## src/rtl/seg_disp_arbiter.sv

```systemverilog
// Display-ownership arbiter: the CPU and the switch echo compete for one
// 8-digit display; the CPU always wins and a single switch value may wait.
module seg_disp_arbiter #(
    parameter int HOLD_CYC = 16
) (
    input  logic        clk,
    input  logic        rst,
    input  logic        cpu_req,
    input  logic [31:0] cpu_data,
    input  logic        sw_req,
    input  logic [15:0] sw_data,
    output logic [31:0] disp_data,
    output logic        disp_we,
    output logic [1:0]  grant,
    output logic        busy,
    output logic        dropped
);

    localparam int CNT_W = $clog2(HOLD_CYC);
    localparam logic [CNT_W-1:0] CNT_LOAD = CNT_W'(HOLD_CYC - 1);

    typedef enum logic [1:0] {
        IDLE     = 2'b00,
        CPU_HOLD = 2'b01,
        SW_HOLD  = 2'b10
    } state_t;

    state_t           state, state_nxt;
    logic [CNT_W-1:0] hold_cnt, cnt_nxt;
    logic [15:0]      pending, pend_nxt;
    logic             pend_valid, pv_nxt;
    logic [31:0]      data_nxt;
    logic             we_nxt, drop_nxt;

    function automatic logic [31:0] zext(input logic [15:0] v);
        return {16'h0000, v};
    endfunction

    always_ff @(posedge clk or negedge rst) begin
        if (!rst) begin
            state      <= IDLE;
            hold_cnt   <= '0;
            pending    <= 16'h0;
            pend_valid <= 1'b0;
            disp_data  <= 32'h0;
            disp_we    <= 1'b0;
            dropped    <= 1'b0;
        end else begin
            state      <= state_nxt;
            hold_cnt   <= cnt_nxt;
            pending    <= pend_nxt;
            pend_valid <= pv_nxt;
            disp_data  <= data_nxt;
            disp_we    <= we_nxt;
            dropped    <= drop_nxt;
        end
    end

    always_comb begin
        state_nxt = state;
        cnt_nxt   = hold_cnt;
        pend_nxt  = pending;
        pv_nxt    = pend_valid;
        data_nxt  = disp_data;
        we_nxt    = 1'b0;
        drop_nxt  = 1'b0;

        if (cpu_req) begin
            // CPU preempts from any state; a simultaneous switch strobe is parked.
            state_nxt = CPU_HOLD;
            cnt_nxt   = CNT_LOAD;
            data_nxt  = cpu_data;
            we_nxt    = 1'b1;
            if (sw_req) begin
                pend_nxt = sw_data;
                pv_nxt   = 1'b1;
                drop_nxt = pend_valid;
            end
        end else begin
            case (state)
                IDLE: begin
                    if (sw_req) begin
                        state_nxt = SW_HOLD;
                        cnt_nxt   = CNT_LOAD;
                        data_nxt  = zext(sw_data);
                        we_nxt    = 1'b1;
                    end
                end
                SW_HOLD: begin
                    if (sw_req) begin
                        cnt_nxt  = CNT_LOAD;
                        data_nxt = zext(sw_data);
                        we_nxt   = 1'b1;
                    end else if (hold_cnt != '0) begin
                        cnt_nxt = hold_cnt - CNT_W'(1);
                    end else begin
                        state_nxt = IDLE;
                    end
                end
                CPU_HOLD: begin
                    if (hold_cnt != '0) begin
                        cnt_nxt = hold_cnt - CNT_W'(1);
                        if (sw_req) begin
                            pend_nxt = sw_data;
                            pv_nxt   = 1'b1;
                            drop_nxt = pend_valid;
                        end
                    end else if (sw_req || pend_valid) begin
                        // Expiry hands the display to the newest waiting switch value.
                        state_nxt = SW_HOLD;
                        cnt_nxt   = CNT_LOAD;
                        data_nxt  = zext(sw_req ? sw_data : pending);
                        we_nxt    = 1'b1;
                        pv_nxt    = 1'b0;
                        drop_nxt  = sw_req && pend_valid;
                    end else begin
                        state_nxt = IDLE;
                    end
                end
                default: state_nxt = IDLE;
            endcase
        end
    end

    assign grant = state;
    assign busy  = (state != IDLE);

endmodule

```

## config.mk

```make
export PLATFORM = sky130hd
export DESIGN_NAME = seg_disp_arbiter
export DESIGN_NICKNAME = d
export VERILOG_FILES = /design/src/rtl/seg_disp_arbiter.sv
export SDC_FILE = /design/constraint.sdc
export NUM_CORES = 1
export LEC_CHECK = 0
export ABC_AREA = 1
export CAP_MARGIN = 20
export CELL_PAD_IN_SITES_DETAIL_PLACEMENT = 1
export CELL_PAD_IN_SITES_GLOBAL_PLACEMENT = 1
export CORE_UTILIZATION = 37
export DETAILED_ROUTE_END_ITERATION = 10
export PLACE_DENSITY = 0.82
export SYNTH_ARGS = -nofsm -noshare
export SYNTH_HDL_FRONTEND = slang
export SYNTH_SLANG_ARGS = --single-unit
```

## constraint.sdc

```tcl
create_clock -name clk -period 2.5 [get_ports clk]
set_clock_uncertainty 0.1 [all_clocks]
set_input_delay 0.375 -clock clk [delete_from_list [all_inputs] [get_ports clk]]
set_output_delay 0.375 -clock clk [all_outputs]
set_load 0.02 [all_outputs]
```

==> qor.csv <==
metric,value,unit
share of layout cells above drive strength 1,9.93,%
HPWL Detailed,6.09,mm
FF/Latch Area,1430,µm²
Ys Warns,0,
Setup Total Neg Slack,0,ns
Critical Path RT,2.03,ns
PwrDens,1230,nW/µm²
die width,91.1,µm
RSZ-0062 raised after global routing,no,
Remaining DRCs,0,
crit-path max cell delay,0.59,ns
Syn Inst Count,346,
first-pass GRT wire length,14.8,mm
Mapped Area,2940,µm²
crit path cell chain,inv_1 > ha_1 > inv_1 > clkdlybuf4s50_1,
CP Class,reg -> out,
DRT antenna net count,0,
clk_lat worst skew,0.35,ns
largest net degree at the start of global routing,49,
CP Capture Type,primary output,
Final Hold Fails,0,
Yosys reg bits,57,
clock buffer depth,2,
Total GRT Usage,23.3,%
critical-path maximum fanout,5,
nature of the critical path startpoint,register,
R2R cell count,7,
"Clk pin slew, worst setup/hold paths",0.07,ns
Multi-input gate area,1220,µm²
highest-delay cell along the critical path,clkdlybuf4s50_1,
Routed WL,8.94,mm
Starting Density,38.2,%
r2r setup slk,0.44,ns
Placed Area,3940,µm²
slew margin rel.,61.2,%
hold depth,2,
post-synthesis sequential area ratio,48.6,%
cts bufs inserted,9,
cell area after layout,4210,µm²
nets@finish,495,
CTS HTree Levels,3,
global route overflow,0,
setup violators final,0,
Slew @ Worst Pin,0.582,ns
gpl congestion,0.871,
Hold Path End,pending[6],
crit share post-route,91.7,%
Die Area,8290,µm²
initial antenna violation count,0,
IO buf count,88,
Unique masters post-synth,25,
Max Cap Viol,0,
hold_sp,pending[6],
HP Class,reg -> reg,
CP top delay family,buffers and inverters,
die height,91.1,µm
Max Fclk,0.436,GHz
Reg-to-Reg End,pending[1],
Peak VDD IR,0.595,mV
row cnt,32,
P_leak,1.94,nW
max-slew violations,0,
Critical Path Stages,4,
total chip power,5.17,mW
Sink Count,57,
routed len/inst,16.4,µm
drt pass-1 iters,4,
area delta synth->final,43.4,%
syn_area_per_cell,8.48,µm²
RR Startpoint,hold_cnt[0],
Fillers,898,
minimum clock period,2.29,ns
Core Region,7690,µm²
Vias,2729,
CTS tree,built,
initial DRC count,111,
arrival time worst endpoint,1.82,ns
routed vias/inst,5.01,
status,finished clean,
clk root buf,clkbuf_8,
Ant. Diodes,0,
I/O pin cnt,89,
Worst Path Buf+Inv,3,
number of global-route vias before repair,2990,
cell mode on critical path,inv_1,
net count after synthesis,403,
setup repair bufs after CTS,0,
==> worst register-to-register path, delay by kind of cell, from the launching register on <==
family          cells  cell delay (ns)
compound gates      2             0.59
buf+inv             2             0.44
flops               1             0.37
simple gates        2             0.25
fa+ha+maj           1             0.23
==> timing repair <==
item / CTS / global route
hold buffers: 1 / 0
hold endpoints to repair: 14 / 0
resized for setup: 0 / 0
==> placed cells by master, fill, tap and decap left out, drive strengths merged <==
cell,count
dlygate4sd3,1
nand3,10
a21boi,1
a21oi,1
mux2i,16
nor2,14
o21ai,78
clkinv,2
bufinv,4
buf,11
a22oi,16
nand2,76
ha,5
xor2,1
dfrtp,57
nor3,3
inv,50
clkdlybuf4s50,87
clkbuf,10
==> cell type report <==
class / count / share of cell area, %
clock buffer: 10 / 3.03
clock inverter: 6 / 3.09
inverter: 50 / 4.46
multi-input combinational: 221 / 29.1
sequential: 57 / 33.9
tap: 102 / 3.03
timing repair buffer: 99 / 23.4
==> logic make-up after synthesis <==
family | after synthesis | share of synthesized area (%)
muxes | 16 | 5.46
adders and majority gates | 5 | 2.13
xor gates and xnor gates | 1 | 0.298
and+or+nand+nor | 103 | 14.6
AOI/OAI and AO/OA | 96 | 18.8
DFF | 57 | 48.6
buffers and inverters | 68 | 10.1
==> synth_stat cells <==
library cell	number	area (µm²)
clkbuf_1	5	18.8
o21ai_1	5	25.0
buf_2	9	45.0
buf_6	2	22.5
nor2_1	11	41.3
nand2_1	75	282
nand2_4	1	11.3
buf_8	1	15.0
ha_1	5	62.6
nor3_1	2	10.0
inv_2	4	15.0
a21oi_1	1	5.00
a22oi_1	16	120
a21boi_0	1	7.51
dfrtp_1	57	1430
mux2i_1	16	160
inv_1	46	173
nor2_4	1	11.3
nor3_2	1	10.0
nor2_2	2	12.5
o21ai_0	65	325
buf_4	1	7.51
o21ai_2	8	70.1
xor2_1	1	8.76
nand3_1	10	50.1
==> flip-flops by register name, indices dropped and copies added (netlist names) <==
| name | cells |
|---|---|
| disp_data | 32 |
| pending | 16 |
| hold_cnt | 4 |
| grant | 2 |
| disp_we | 1 |
| dropped | 1 |
| pend_valid | 1 |
==> report_power, final <==
part	internal [mW]	leakage, nW	switching [mW]
combinational	0.995	1.12	1.44
sequential	1.34	0.689	0.257
clock	0.760	0.130	0.389
total	3.09	1.94	2.08
==> per-stage QoR <==
stage,std cells,hold slack (ns),utilization (%),setup WS (ns)
floorplan,346,-0.0206,-,0.619
CTS,545,0.389,54.7,0.169
finish,545,0.389,54.7,0.209
global placement,528,0.245,51.3,0.230
detailed placement,528,0.242,51.3,0.162
global route,545,0.425,54.7,0.124
==> metal layers <==
layer / GRT usage, % / share of wire [%]
met4: 12.0 / 3.4
met3: 4.77 / 3.6
met1: 27.5 / 43
met2: 40.0 / 50
met5: 0 / 0
==> how the worst max path moves through the flow <==
stage | startpoint | to | slack, ns
finish | grant[0] | busy | 0.21
CTS | grant[0] | busy | 0.17
floorplan | grant[1] | disp_data[4] | 0.62
global placement | cpu_req | hold_cnt[3] | 0.23
detailed placement | cpu_req | disp_data[1] | 0.16
global route | grant[0] | busy | 0.12
Note: power is estimated with default switching activity, not from simulation.
